### config.mk
export PLATFORM = sky130hd
export DESIGN_NAME = musa_ctrl_fsm_flat
export DESIGN_NICKNAME = d
export VERILOG_FILES = /design/src/rtl/musa_ctrl_pkg.sv /design/src/rtl/musa_ctrl_if.sv /design/src/rtl/musa_ctrl_decode.sv /design/src/rtl/musa_ctrl_fsm.sv /design/src/flat_wrapper.sv
export SDC_FILE = /design/constraint.sdc
export NUM_CORES = 1
export LEC_CHECK = 0
export ABC_AREA = 1
export BUFFER_PORTS_ARGS = -buffer_cell sky130_fd_sc_hd__buf_2
export CAP_MARGIN = 10
export CORE_MARGIN = 2
export CORE_UTILIZATION = 35
export CTS_CLUSTER_DIAMETER = 150
export CTS_CLUSTER_SIZE = 25
export DETAILED_ROUTE_END_ITERATION = 6
export SYNTH_ARGS = -nofsm -noshare
export SYNTH_HDL_FRONTEND = slang
export SYNTH_HIERARCHICAL = 1
export SYNTH_SLANG_ARGS = --single-unit
### constraint.sdc
create_clock -name clk -period 1.8 [get_ports clk]
set_input_delay 0.36 -clock clk [delete_from_list [all_inputs] [get_ports clk]]
set_output_delay 0.36 -clock clk [all_outputs]
set_load 0.005 [all_outputs]
### src/rtl/musa_ctrl_pkg.sv
// Shared types and encodings for the MUSA multicycle control unit:
// FSM states, the registered control word, select/ALU encodings and opcodes.
package musa_ctrl_pkg;

    typedef enum logic [2:0] {
        S_FETCH  = 3'd0,
        S_DECODE = 3'd1,
        S_EXEC   = 3'd2,
        S_MEM    = 3'd3,
        S_MULDIV = 3'd4,
        S_WB     = 3'd5,
        S_HALT   = 3'd6
    } state_t;

    // Next-PC select
    localparam logic [2:0] PC_RET  = 3'b000;
    localparam logic [2:0] PC_BR   = 3'b001;
    localparam logic [2:0] PC_INC  = 3'b010;
    localparam logic [2:0] PC_JPC  = 3'b011;
    localparam logic [2:0] PC_HALT = 3'b100;

    // ALU operand selects
    localparam logic [1:0] SEL_A_PC   = 2'b00;
    localparam logic [1:0] SEL_A_REG  = 2'b10;
    localparam logic [1:0] SEL_B_IMM  = 2'b00;
    localparam logic [1:0] SEL_B_REG  = 2'b01;
    localparam logic [1:0] SEL_B_JOFF = 2'b10;

    // ALU operation classes
    localparam logic [2:0] ALU_ADD   = 3'b000;
    localparam logic [2:0] ALU_FUNCT = 3'b010;
    localparam logic [2:0] ALU_BRFL  = 3'b101;
    localparam logic [2:0] ALU_CMP   = 3'b110;

    // Opcodes (instruction[31:26])
    localparam logic [5:0] OP_RTYPE = 6'h00;
    localparam logic [5:0] OP_LW    = 6'h01;
    localparam logic [5:0] OP_SW    = 6'h02;
    localparam logic [5:0] OP_ADDI  = 6'h03;
    localparam logic [5:0] OP_SUBI  = 6'h04;
    localparam logic [5:0] OP_ANDI  = 6'h05;
    localparam logic [5:0] OP_ORI   = 6'h06;
    localparam logic [5:0] OP_JPC   = 6'h07;
    localparam logic [5:0] OP_BRFL  = 6'h08;
    localparam logic [5:0] OP_JR    = 6'h09;
    localparam logic [5:0] OP_CALL  = 6'h0A;
    localparam logic [5:0] OP_RET   = 6'h0B;
    localparam logic [5:0] OP_CMP   = 6'h0C;
    localparam logic [5:0] OP_HALT  = 6'h0D;

    // R-type funct codes that need the multi-cycle unit
    localparam logic [5:0] FN_MULT = 6'h18;
    localparam logic [5:0] FN_DIV  = 6'h1A;

    typedef struct packed {
        logic       reg_dst;
        logic       mem_read;
        logic       mem_to_reg;
        logic [2:0] alu_op;
        logic       mem_write;
        logic       reg_write;
        logic [1:0] data_a_s;
        logic [1:0] data_b_s;
        logic [2:0] pc_src;
        logic       push;
        logic       pop;
        logic       is_mem;
        logic       is_muldiv;
    } ctrl_word_t;

endpackage

### src/rtl/musa_ctrl_if.sv
// Control-unit bus: IR contents and handshakes in, datapath control strobes out.
interface musa_ctrl_if #(
    parameter int DATA_WIDTH = 32
);
    logic [DATA_WIDTH-1:0] instruction;
    logic                  mem_ready;
    logic                  muldiv_done;
    logic                  ir_write;
    logic                  pc_write;
    logic                  reg_dst;
    logic                  mem_read;
    logic                  mem_to_reg;
    logic [2:0]            alu_op;
    logic                  mem_write;
    logic                  reg_write;
    logic [1:0]            data_a_s;
    logic [1:0]            data_b_s;
    logic [2:0]            pc_src;
    logic                  push;
    logic                  pop;
    logic                  muldiv_start;
    logic                  halted;
    logic                  illegal_op;
    logic [2:0]            state;

    modport master (
        input  instruction, mem_ready, muldiv_done,
        output ir_write, pc_write, reg_dst, mem_read, mem_to_reg, alu_op,
               mem_write, reg_write, data_a_s, data_b_s, pc_src, push, pop,
               muldiv_start, halted, illegal_op, state
    );

    modport slave (
        output instruction, mem_ready, muldiv_done,
        input  ir_write, pc_write, reg_dst, mem_read, mem_to_reg, alu_op,
               mem_write, reg_write, data_a_s, data_b_s, pc_src, push, pop,
               muldiv_start, halted, illegal_op, state
    );
endinterface

### src/rtl/musa_ctrl_decode.sv
// Combinational opcode/funct decode into the control word; unknown opcodes
// decode as a NOP with the illegal flag raised.
module musa_ctrl_decode
    import musa_ctrl_pkg::*;
#(
    parameter int DATA_WIDTH = 32
) (
    input  logic [DATA_WIDTH-1:0] instruction,
    output ctrl_word_t            word,
    output logic                  illegal,
    output logic                  halt
);
    logic [5:0] opcode;
    logic [5:0] funct;
    logic       unused_fields;

    assign opcode        = instruction[31:26];
    assign funct         = instruction[5:0];
    assign unused_fields = ^instruction[25:6];

    always_comb begin
        word        = '0;
        word.pc_src = PC_INC;
        illegal     = 1'b0;
        halt        = 1'b0;
        case (opcode)
            OP_SW: begin
                word.data_a_s  = SEL_A_REG;
                word.mem_write = 1'b1;
                word.is_mem    = 1'b1;
            end
            OP_LW: begin
                word.mem_read   = 1'b1;
                word.mem_to_reg = 1'b1;
                word.reg_write  = 1'b1;
                word.is_mem     = 1'b1;
            end
            OP_ADDI, OP_SUBI, OP_ANDI, OP_ORI: begin
                word.data_a_s  = SEL_A_REG;
                word.data_b_s  = SEL_B_IMM;
                word.reg_write = 1'b1;
            end
            OP_JPC: begin
                word.data_b_s = SEL_B_JOFF;
                word.pc_src   = PC_JPC;
            end
            OP_BRFL: begin
                word.alu_op   = ALU_BRFL;
                word.data_a_s = SEL_A_REG;
                word.pc_src   = PC_BR;
            end
            OP_JR:   word.pc_src = PC_BR;
            OP_CALL: begin
                word.push   = 1'b1;
                word.pc_src = PC_BR;
            end
            OP_RET: begin
                word.pop    = 1'b1;
                word.pc_src = PC_RET;
            end
            OP_RTYPE: begin
                word.reg_dst   = 1'b1;
                word.reg_write = 1'b1;
                word.alu_op    = ALU_FUNCT;
                word.data_a_s  = SEL_A_REG;
                word.data_b_s  = SEL_B_REG;
                word.is_muldiv = (funct == FN_MULT) || (funct == FN_DIV);
            end
            OP_CMP: begin
                word.alu_op   = ALU_CMP;
                word.data_a_s = SEL_A_REG;
                word.data_b_s = SEL_B_REG;
            end
            OP_HALT: begin
                word.pc_src = PC_HALT;
                halt        = 1'b1;
            end
            default: illegal = 1'b1;
        endcase
    end
endmodule

### src/rtl/musa_ctrl_fsm.sv
// MUSA multicycle control FSM: FETCH/DECODE/EXEC/MEM/MULDIV/WB/HALT sequencing.
// Define MUSA_CTRL_ILLEGAL_TRAP_EN to trap unknown opcodes into HALT.
module musa_ctrl_fsm
    import musa_ctrl_pkg::*;
#(
    parameter int DATA_WIDTH   = 32,
    parameter int MEM_WAIT_MAX = 15
) (
    input  logic             clk,
    input  logic             rst_n,
    musa_ctrl_if.master      bus
);
    localparam int             CNT_W   = (MEM_WAIT_MAX > 0) ? $clog2(MEM_WAIT_MAX + 1) : 1;
    localparam logic [CNT_W-1:0] CNT_MAX = CNT_W'(MEM_WAIT_MAX);

    state_t           state_reg, state_next;
    ctrl_word_t       ctrl_reg, ctrl_next;
    logic [CNT_W-1:0] wait_cnt_reg, wait_cnt_next;
    logic             done_seen_reg, done_seen_next;
    logic             timeout_reg, timeout_next;
`ifdef MUSA_CTRL_ILLEGAL_TRAP_EN
    logic             trap_reg, trap_next;
`endif

    ctrl_word_t dec_word;
    logic       dec_illegal;
    logic       dec_halt;
    logic       timeout_hit;

    logic ir_write_c, pc_write_c, mem_read_c, mem_write_c, reg_write_c;
    logic push_c, pop_c, muldiv_start_c, halted_c, illegal_c, sel_on;

    musa_ctrl_decode #(.DATA_WIDTH(DATA_WIDTH)) u_decode (
        .instruction (bus.instruction),
        .word        (dec_word),
        .illegal     (dec_illegal),
        .halt        (dec_halt)
    );

    assign timeout_hit = (MEM_WAIT_MAX > 0) && (wait_cnt_reg == CNT_MAX);

    always_ff @(posedge clk) begin
        if (!rst_n) begin
            state_reg     <= S_FETCH;
            ctrl_reg      <= '0;
            wait_cnt_reg  <= '0;
            done_seen_reg <= 1'b0;
            timeout_reg   <= 1'b0;
`ifdef MUSA_CTRL_ILLEGAL_TRAP_EN
            trap_reg      <= 1'b0;
`endif
        end else begin
            state_reg     <= state_next;
            ctrl_reg      <= ctrl_next;
            wait_cnt_reg  <= wait_cnt_next;
            done_seen_reg <= done_seen_next;
            timeout_reg   <= timeout_next;
`ifdef MUSA_CTRL_ILLEGAL_TRAP_EN
            trap_reg      <= trap_next;
`endif
        end
    end

    always_comb begin
        state_next     = state_reg;
        ctrl_next      = ctrl_reg;
        wait_cnt_next  = wait_cnt_reg;
        done_seen_next = done_seen_reg;
        timeout_next   = timeout_reg;
`ifdef MUSA_CTRL_ILLEGAL_TRAP_EN
        trap_next      = trap_reg;
`endif
        ir_write_c     = 1'b0;
        pc_write_c     = 1'b0;
        mem_read_c     = 1'b0;
        mem_write_c    = 1'b0;
        reg_write_c    = 1'b0;
        push_c         = 1'b0;
        pop_c          = 1'b0;
        muldiv_start_c = 1'b0;
        halted_c       = 1'b0;
        illegal_c      = 1'b0;
        sel_on         = 1'b0;

        case (state_reg)
            S_FETCH: begin
                ir_write_c     = 1'b1;
                wait_cnt_next  = '0;
                done_seen_next = 1'b0;
                timeout_next   = 1'b0;
                state_next     = S_DECODE;
            end
            S_DECODE: begin
                ctrl_next = dec_word;
                illegal_c = dec_illegal;
                if (dec_halt) begin
                    state_next = S_HALT;
`ifdef MUSA_CTRL_ILLEGAL_TRAP_EN
                end else if (dec_illegal) begin
                    ctrl_next.pc_src = PC_HALT;
                    trap_next        = 1'b1;
                    state_next       = S_HALT;
`endif
                end else begin
                    state_next = S_EXEC;
                end
            end
            S_EXEC: begin
                sel_on         = 1'b1;
                push_c         = ctrl_reg.push;
                pop_c          = ctrl_reg.pop;
                muldiv_start_c = ctrl_reg.is_muldiv;
                // An early done pulse must survive until MULDIV looks for it
                if (ctrl_reg.is_muldiv && bus.muldiv_done)
                    done_seen_next = 1'b1;
                if (ctrl_reg.is_mem)
                    state_next = S_MEM;
                else if (ctrl_reg.is_muldiv)
                    state_next = S_MULDIV;
                else
                    state_next = S_WB;
            end
            S_MEM: begin
                sel_on      = 1'b1;
                mem_read_c  = ctrl_reg.mem_read;
                mem_write_c = ctrl_reg.mem_write;
                if (bus.mem_ready) begin
                    if (ctrl_reg.mem_write) begin
                        pc_write_c = 1'b1;
                        state_next = S_FETCH;
                    end else begin
                        state_next = S_WB;
                    end
                end else if (timeout_hit) begin
                    illegal_c    = 1'b1;
                    timeout_next = 1'b1;
                    state_next   = S_WB;
                end else begin
                    wait_cnt_next = wait_cnt_reg + CNT_W'(1);
                end
            end
            S_MULDIV: begin
                sel_on = 1'b1;
                if (bus.muldiv_done || done_seen_reg)
                    state_next = S_WB;
            end
            S_WB: begin
                sel_on      = 1'b1;
                reg_write_c = ctrl_reg.reg_write && !timeout_reg;
                pc_write_c  = 1'b1;
                state_next  = S_FETCH;
            end
            S_HALT: begin
                sel_on   = 1'b1;
                halted_c = 1'b1;
`ifdef MUSA_CTRL_ILLEGAL_TRAP_EN
                illegal_c = trap_reg;
`endif
            end
            default: state_next = S_FETCH;
        endcase
    end

    // Outputs are forced low for as long as reset is held, not only after the edge
    logic live, sel_live;
    assign live     = rst_n;
    assign sel_live = rst_n & sel_on;

    assign bus.ir_write     = live & ir_write_c;
    assign bus.pc_write     = live & pc_write_c;
    assign bus.mem_read     = live & mem_read_c;
    assign bus.mem_write    = live & mem_write_c;
    assign bus.reg_write    = live & reg_write_c;
    assign bus.push         = live & push_c;
    assign bus.pop          = live & pop_c;
    assign bus.muldiv_start = live & muldiv_start_c;
    assign bus.halted       = live & halted_c;
    assign bus.illegal_op   = live & illegal_c;
    assign bus.reg_dst      = sel_live & ctrl_reg.reg_dst;
    assign bus.mem_to_reg   = sel_live & ctrl_reg.mem_to_reg;
    assign bus.alu_op       = sel_live ? ctrl_reg.alu_op   : 3'b000;
    assign bus.data_a_s     = sel_live ? ctrl_reg.data_a_s : 2'b00;
    assign bus.data_b_s     = sel_live ? ctrl_reg.data_b_s : 2'b00;
    assign bus.pc_src       = sel_live ? ctrl_reg.pc_src   : 3'b000;
    assign bus.state        = state_reg;
endmodule

### src/flat_wrapper.sv
// flat-port wrapper written by rule: the top's interface ports become plain ports
module musa_ctrl_fsm_flat import musa_ctrl_pkg::*;
#(
    parameter int DATA_WIDTH   = 32,
    parameter int MEM_WAIT_MAX = 15
)
  (clk, rst_n, bus_instruction, bus_mem_ready, bus_muldiv_done, bus_ir_write, bus_pc_write, bus_reg_dst, bus_mem_read, bus_mem_to_reg, bus_alu_op, bus_mem_write, bus_reg_write, bus_data_a_s, bus_data_b_s, bus_pc_src, bus_push, bus_pop, bus_muldiv_start, bus_halted, bus_illegal_op, bus_state);
  musa_ctrl_if #(.DATA_WIDTH(DATA_WIDTH)) bus_i ();
  input  logic clk;
  input  logic rst_n;
  input wire logic [$bits(bus_i.instruction)-1:0] bus_instruction;
  input wire logic [$bits(bus_i.mem_ready)-1:0] bus_mem_ready;
  input wire logic [$bits(bus_i.muldiv_done)-1:0] bus_muldiv_done;
  output wire logic [$bits(bus_i.ir_write)-1:0] bus_ir_write;
  output wire logic [$bits(bus_i.pc_write)-1:0] bus_pc_write;
  output wire logic [$bits(bus_i.reg_dst)-1:0] bus_reg_dst;
  output wire logic [$bits(bus_i.mem_read)-1:0] bus_mem_read;
  output wire logic [$bits(bus_i.mem_to_reg)-1:0] bus_mem_to_reg;
  output wire logic [$bits(bus_i.alu_op)-1:0] bus_alu_op;
  output wire logic [$bits(bus_i.mem_write)-1:0] bus_mem_write;
  output wire logic [$bits(bus_i.reg_write)-1:0] bus_reg_write;
  output wire logic [$bits(bus_i.data_a_s)-1:0] bus_data_a_s;
  output wire logic [$bits(bus_i.data_b_s)-1:0] bus_data_b_s;
  output wire logic [$bits(bus_i.pc_src)-1:0] bus_pc_src;
  output wire logic [$bits(bus_i.push)-1:0] bus_push;
  output wire logic [$bits(bus_i.pop)-1:0] bus_pop;
  output wire logic [$bits(bus_i.muldiv_start)-1:0] bus_muldiv_start;
  output wire logic [$bits(bus_i.halted)-1:0] bus_halted;
  output wire logic [$bits(bus_i.illegal_op)-1:0] bus_illegal_op;
  output wire logic [$bits(bus_i.state)-1:0] bus_state;
  assign bus_i.instruction = bus_instruction;
  assign bus_i.mem_ready = bus_mem_ready;
  assign bus_i.muldiv_done = bus_muldiv_done;
  assign bus_ir_write = bus_i.ir_write;
  assign bus_pc_write = bus_i.pc_write;
  assign bus_reg_dst = bus_i.reg_dst;
  assign bus_mem_read = bus_i.mem_read;
  assign bus_mem_to_reg = bus_i.mem_to_reg;
  assign bus_alu_op = bus_i.alu_op;
  assign bus_mem_write = bus_i.mem_write;
  assign bus_reg_write = bus_i.reg_write;
  assign bus_data_a_s = bus_i.data_a_s;
  assign bus_data_b_s = bus_i.data_b_s;
  assign bus_pc_src = bus_i.pc_src;
  assign bus_push = bus_i.push;
  assign bus_pop = bus_i.pop;
  assign bus_muldiv_start = bus_i.muldiv_start;
  assign bus_halted = bus_i.halted;
  assign bus_illegal_op = bus_i.illegal_op;
  assign bus_state = bus_i.state;
  musa_ctrl_fsm #(.DATA_WIDTH(DATA_WIDTH), .MEM_WAIT_MAX(MEM_WAIT_MAX)) u_core (.clk(clk), .rst_n(rst_n), .bus(bus_i));
endmodule
==> impl_metrics.csv, run 1 <==
group,metric,value,unit
critical_path,worstReg2RegEnd,"u_core/ctrl_reg[1]",
layout,regArea,574,µm²
grt,grt_use_met3,2.50,%
sta,setup_tns,0,ns
sta,maxSlewViolCount,0,
critical_path,r2r.worst_path.cells,6,
yosys,yosys.area.top_type,"dfxtp_1",
die,die_x,72.6,µm
yosys,synthArstFlopShare,0,%
critical_path,crit_arrival,1.40,ns
grt,met1_usage,20.4,%
layout,syn2layout_area_growth,23.6,%
layout,fin_nets,345,
clocking,clock_sinks,28,
die,placeableCoreArea,0.00444,mm²
clocking,cts.clk_slew.worst_paths,0.10,ns
sta,hold_violations,0,
hold_path,hp-class,"input port to register",
grt,grt_pass1_vias,1461,
critical_path,critPathLaunchType,"register",
sta,setup_viol,0,
detailed_routing,num_vias,1695,
outcome,outcome,"finished clean",
sta,fin_skew,0.00492,ns
die,fp.dieH,72.6,µm
pwr,power_leakage,0.964,nW
critical_path,startpoint,"u_core/bus.state[1]",
sta,fmax,570,MHz
hold_path,hold_depth,2,
clocking,clock-root-buffer,"clkbuf_8",
critical_path,crit_required,1.44,ns
yosys,synth_edf_count,0,
detailed_routing,first_iter_violations,79,
layout,finalNonFillerCells,359,
layout,largest_register_ffs,19,
detailed_routing,first_pass_iters,4,
yosys,synth_area,0.00165,mm²
grt,grt_pass1_wl,6260,µm
yosys,ys_ff_latch,28,
critical_path,worst-path-max-fanout,6,
grt,grt_use_met2,22.9,%
sta,worst_hold_slack,0.309,ns
yosys,synth.most_common_cell,"nor2_1",
clocking,cts_made_buffers,3,
clocking,cts_max_level,1,
yosys,ys_types,24,
detailed_routing,ant_nets,0,
critical_path,reg2reg_from,"u_core/bus.state[2]",
detailed_routing,drt_wl_total,4020,µm
layout,fillCellCount,474,
layout,multi_input_comb_area,873,µm²
layout,final_util,45.7,%
clocking,cts_tree,"built",
critical_path,crit_end,"bus_data_a_s[1]",
pwr,power,2.49,mW
grt,grt_max_degree,34,
clocking,cts_buffer_depth,2,
die,dieArea,0.00527,mm²
detailed_routing,drcViolationCount,0,
layout,num_antenna_cells,0,
layout,drive_gt1_share,28.0,%
clocking,insertion_delay,0.27,ns
critical_path,cp_num_cells,6,
critical_path,worstSetupPathType,"register to output pin",
place,portBuffers,39,
critical_path,path_cells,"nand2_2, o211ai_1, buf_4, buf_6, nor2_1, buf_2",
pwr,p_per_area,1220,mW/mm²
yosys,synthTopCellsByCount,"nor2_1 (57), inv_1 (37), nand2_1 (31), dfxtp_1 (28), a21oi_1 (23)",
place,gp_congestion,0.893,
die,num_io_pins,61,
yosys,ys.flop_type,"dfxtp_1",
die,num_rows,24,
grt,antenna_found_initial,0,
critical_path,path_buf_inv,3,
die,initial_utilization,37.0,%
place,place_inst,349,
detailed_routing,drt-wirelength-per-cell,11.2,µm
critical_path,slowest_stage,"dfxtp_4",
run,drv_cap,0,
yosys,ys_seq_area_share,34.1,%
critical_path,end_kind,"output pin",
critical_path,path_delay_family,"flip-flops",
critical_path,cp_slowest_stage_delay,0.41,ns
sta,fin_crit,1.76,ns
grt,grt_util_all_layers,14.7,%
detailed_routing,via_per_inst,4.72,
place,dp_hpwl,2820,µm
yosys,synth_warnings,6,
critical_path,r2r_slack,0.41,ns
clocking,ctsHoldBuffers,0,
yosys,synth_top_area_share,34.1,%
yosys,synth.avg_cell_area,6.33,µm²
grt,grt-ovfl-total,0,
yosys,synth_nets,297,
sta,period_share,97.5,%
yosys,synth.area.top_cells,"dfxtp_1 (34%), nor2_1 (13%), inv_1 (8.4%)",
pwr,vdd_drop_max,0.000444,V
grt,top_usage_layer,"met2",
yosys,synth_cells,260,
==> worst min-delay path by stage <==
stage / to / slack (ns) / start
floorplan: u_core/ctrl_reg[6] / 0.43 / u_core/ctrl_reg[6]
finish: u_core/done_seen_reg / 0.31 / bus_muldiv_done
global route: u_core/done_seen_reg / 0.31 / bus_muldiv_done
detailed placement: u_core/ctrl_reg[9] / 0.44 / u_core/ctrl_reg[9]
global placement: u_core/ctrl_reg[7] / 0.44 / u_core/ctrl_reg[7]
CTS: u_core/done_seen_reg / 0.30 / bus_muldiv_done
==> routing by layer <==
layer	vias up	part of all wire [%]
met1	734	50
met4	0	0.67
met2	40	45
met3	2	4.1
li1	919	-
met5	-	0
==> repair_timing <==
action                     CTS  global route
setup endpoints to repair   15            17
setup buffers                0             5
pin swaps                    0             6
gates resized for setup      3            18
cloned                       0             1
==> layout by cell type (no fill, tap or decap) <==
cell type and count:
nand3_1 14, dfxtp_4 3, clkbuf_8 4, o22ai_1 1
inv_2 7, a21oi_1 23, inv_1 35, xor2_1 1
nor2_4 4, ha_2 1, nand3_2 1, nand2_1 30
nor3_1 3, buf_6 2, nor2_1 54, o21ai_0 19
buf_2 39, conb_1 1, o21ai_1 5, nand2_2 6
dfxtp_2 2, nand4_1 9, buf_4 12, nor2_2 5
dfxtp_1 23, a22o_1 1, o211ai_1 2
==> kinds of logic after synthesis <==
family / synth area share (%)
AND/OR/NAND/NOR: 34.1
buffers and inverters: 14.2
AO/OA/AOI/OAI: 16.1
flip-flops: 34.1
XOR/XNOR: 0.532
adder cells (fa/ha/maj): 0.760
other: 0.228
==> through the flow <==
stage,area (µm²),worst slack [ns]
6_report,2030,0.0447
5_1_grt,2030,-0.0159
4_1_cts,1950,0.000151
3_5_place_dp,1890,0.0991
3_3_place_gp,1890,0.111
2_1_floorplan,1650,0.349
==> report_power, final <==
| part | total (mW) | switching, mW | internal (mW) |
|---|---|---|---|
| Combinational | 1.13 | 0.727 | 0.405 |
| Clock | 0.398 | 0.202 | 0.196 |
| Sequential | 0.959 | 0.111 | 0.847 |
==> final cells by class <==
class	count	share of cell area [%]
tap	52	3.20
inverter	42	7.75
multi-input combinational	180	43.0
timing repair buffer	53	15.1
clock buffer	4	2.71
sequential	28	28.2
Power figures use the tool's default switching activity.
==> run 2: changes to the inputs <==
--- a/config.mk
+++ b/config.mk
@@ -5,7 +5,6 @@
 export SDC_FILE = /design/constraint.sdc
 export NUM_CORES = 1
 export LEC_CHECK = 0
-export ABC_AREA = 1
 export BUFFER_PORTS_ARGS = -buffer_cell sky130_fd_sc_hd__buf_2
 export CAP_MARGIN = 10
 export CORE_MARGIN = 2
@@ -13,6 +12,7 @@
 export CTS_CLUSTER_DIAMETER = 150
 export CTS_CLUSTER_SIZE = 25
 export DETAILED_ROUTE_END_ITERATION = 6
+export SKIP_CTS_REPAIR_TIMING = 1
 export SYNTH_ARGS = -nofsm -noshare
 export SYNTH_HDL_FRONTEND = slang
 export SYNTH_HIERARCHICAL = 1
==> run 2 against run 1 <==
Clock-buffer cell count decreased by 1. Largest power group is now registers. Combinational power decreased by 65%. Sequential power is 32% lower. Highest routed layer unchanged. Critical path depth shrank 1. Fmax decreased by 3.0%. The flow now finishes with violations (negative setup slack). Final cell count decreased by 4.7%. Largest cell class unchanged.
==> impl_metrics.csv, run 2 <==
group,metric,value,unit
sta,setup_tns,-0.0467,ns
layout,regArea,579,µm²
layout,largest_register_ffs,19,
place,dpl_worst_slack,0.0699,ns
yosys,ys_seq_area_share,32.3,%
die,die_x,74.4,µm
sta,rsz0062_at_grt,"yes",
sta,hold_violations,0,
clocking,cts.clk_slew.worst_paths,0.10,ns
place,place_inst,333,
grt,grt_util_all_layers,14.3,%
detailed_routing,via_per_inst,5.01,
place,post_dp_cell_area,0.00202,mm²
hold_path,hp-class,"input port to register",
critical_path,crit_required,1.44,ns
sta,period_share,100,%
yosys,synth_edf_count,0,
yosys,synth_cells,228,
pwr,vdd_drop_max,0.000283,V
critical_path,end_kind,"output pin",
layout,final_util,48.3,%
clocking,cts_buffer_depth,2,
hold_path,hold_depth,2,
clocking,clock_sinks,28,
yosys,synth_top_area_share,32.3,%
yosys,synthTopCellsByCount,"nand2_1 (49), dfxtp_1 (28), a21oi_1 (27), and2_1 (14), nor2_1 (12)",
die,num_rows,25,
layout,syn2layout_area_growth,32.2,%
sta,setup_viol,8,
sta,fin_crit,1.81,ns
critical_path,worst-path-max-fanout,6,
sta,worst_hold_slack,0.309,ns
die,num_io_pins,61,
pwr,p_per_area,673,mW/mm²
critical_path,r2r.worst_path.cells,5,
layout,stdcell_area,0.00229,mm²
critical_path,worstSetupPathType,"register to output pin",
detailed_routing,ant_nets,0,
yosys,ys_types,45,
place,portBuffers,39,
detailed_routing,first_pass_iters,4,
yosys,ys_ff_latch,28,
layout,finalNonFillerCells,342,
sta,fin_skew,0.00231,ns
layout,fin_nets,313,
die,dieArea,0.00554,mm²
yosys,yosys.area.top_type,"dfxtp_1",
grt,grt-ovfl-total,0,
yosys,synthArstFlopShare,0,%
clocking,insertion_delay,0.27,ns
place,dp_hpwl,2930,µm
layout,num_antenna_cells,0,
layout,layout_common_cells,"nand2_1 (49), buf_2 (28), a21oi_1 (27)",
yosys,synth_nets,265,
outcome,failed_checks,"negative setup slack",
yosys,synth.avg_cell_area,7.61,µm²
grt,grt_max_degree,20,
clocking,cts_made_buffers,3,
grt,grt_pass1_vias,1444,
grt,antenna_found_initial,0,
yosys,ys.flop_type,"dfxtp_1",
detailed_routing,drt-wirelength-per-cell,12.3,µm
pwr,power,1.54,mW
run,drv_cap,0,
detailed_routing,first_iter_violations,61,
yosys,synth.area.top_cells,"dfxtp_1 (32%), nand2_1 (11%), a21oi_1 (7.8%)",
place,gp_congestion,0.790,
sta,maxSlewViolCount,0,
outcome,outcome,"finished, violations left",
layout,layout_commonest_cell,"nand2_1",
detailed_routing,drcViolationCount,0,
yosys,synth_warnings,6,
critical_path,critPathLaunchType,"register",
sta,timing.final.ws_setup,-0.00896,ns
die,placeableCoreArea,0.00475,mm²
detailed_routing,num_vias,1712,
clocking,cts_tree,"built",
clocking,clock-root-buffer,"clkbuf_8",
clocking,cts_max_level,1,
yosys,synth_area,0.00174,mm²
layout,fillCellCount,519,
pwr,power_leakage,0.920,nW
sta,fmax,553,MHz
grt,grt_pass1_wl,6330,µm
yosys,synth.most_common_cell,"nand2_1",
layout,multi_input_comb_area,0.00110,mm²
detailed_routing,drt_wl_total,4210,µm
die,fp.dieH,74.4,µm
critical_path,crit_arrival,1.45,ns
die,initial_utilization,36.5,%
layout,drive_gt1_share,35.6,%
run 2: changes by cell type after synthesis, sizes merged, moves of 7 or more:
cell    previous run  this run
and3               0         7
nand2b             0         8
nor2              63        12
o21ai             24         5
buf                7        14
inv               42         4
nor3               3        11
nand3             15         8
nand2             36        50
and2               0        14
nand4              9         1
run 2: report_power, final:
group	switching (mW)	internal, mW
logic	0.229	0.164
clock network	0.202	0.298
registers	0.0147	0.637
run 2: path summary, 6_finish.rpt:
| kind | slack (ns) | from | endpoint |
|---|---|---|---|
| min reg2reg | 0.46 | u_core/ctrl_reg[2] | u_core/ctrl_reg[2] |
| max | -0.009 | u_core/bus.state[0] | bus_reg_dst |
| min | 0.31 | bus_muldiv_done | u_core/done_seen_reg |
| max reg2reg | 0.28 | u_core/wait_cnt_reg[0] | u_core/wait_cnt_reg[3] |
run 2: critical path, stage by stage (launching register included):
cell	delay, ns
dfxtp_4	0.36
and3_4	0.18
nor3_4	0.24
buf_6	0.16
and2_4	0.14
buf_6	0.08
run 2: cells by family after synthesis:
group	after synthesis	share of synthesized area (%)
AOI/OAI and AO/OA	44	16.3
xor gates and xnor gates	3	1.51
adders and majority gates	1	0.721
buffers and inverters	23	8.15
DFF	28	32.3
muxes	2	1.15
other	1	0.216
and+or+nand+nor	126	39.7
run 2: final cells by class:
type	instances	share of cell area, %
Multi-Input combinational cell	177	48.1
Sequential cell	28	25.2
Timing Repair Buffer	62	19.2
Clock buffer	3	1.80
Tap cell	67	3.65
Clock inverter	1	1.31
Inverter	4	0.654
run 2: layer usage:
layer  global-route usage, %  wire length, µm  vias up
met5                       0                0        -
met4                    2.98               17        0
met3                    2.57              200        2
met2                    23.9             2030       42
met1                    19.5             1960      799
li1                        -                -      869
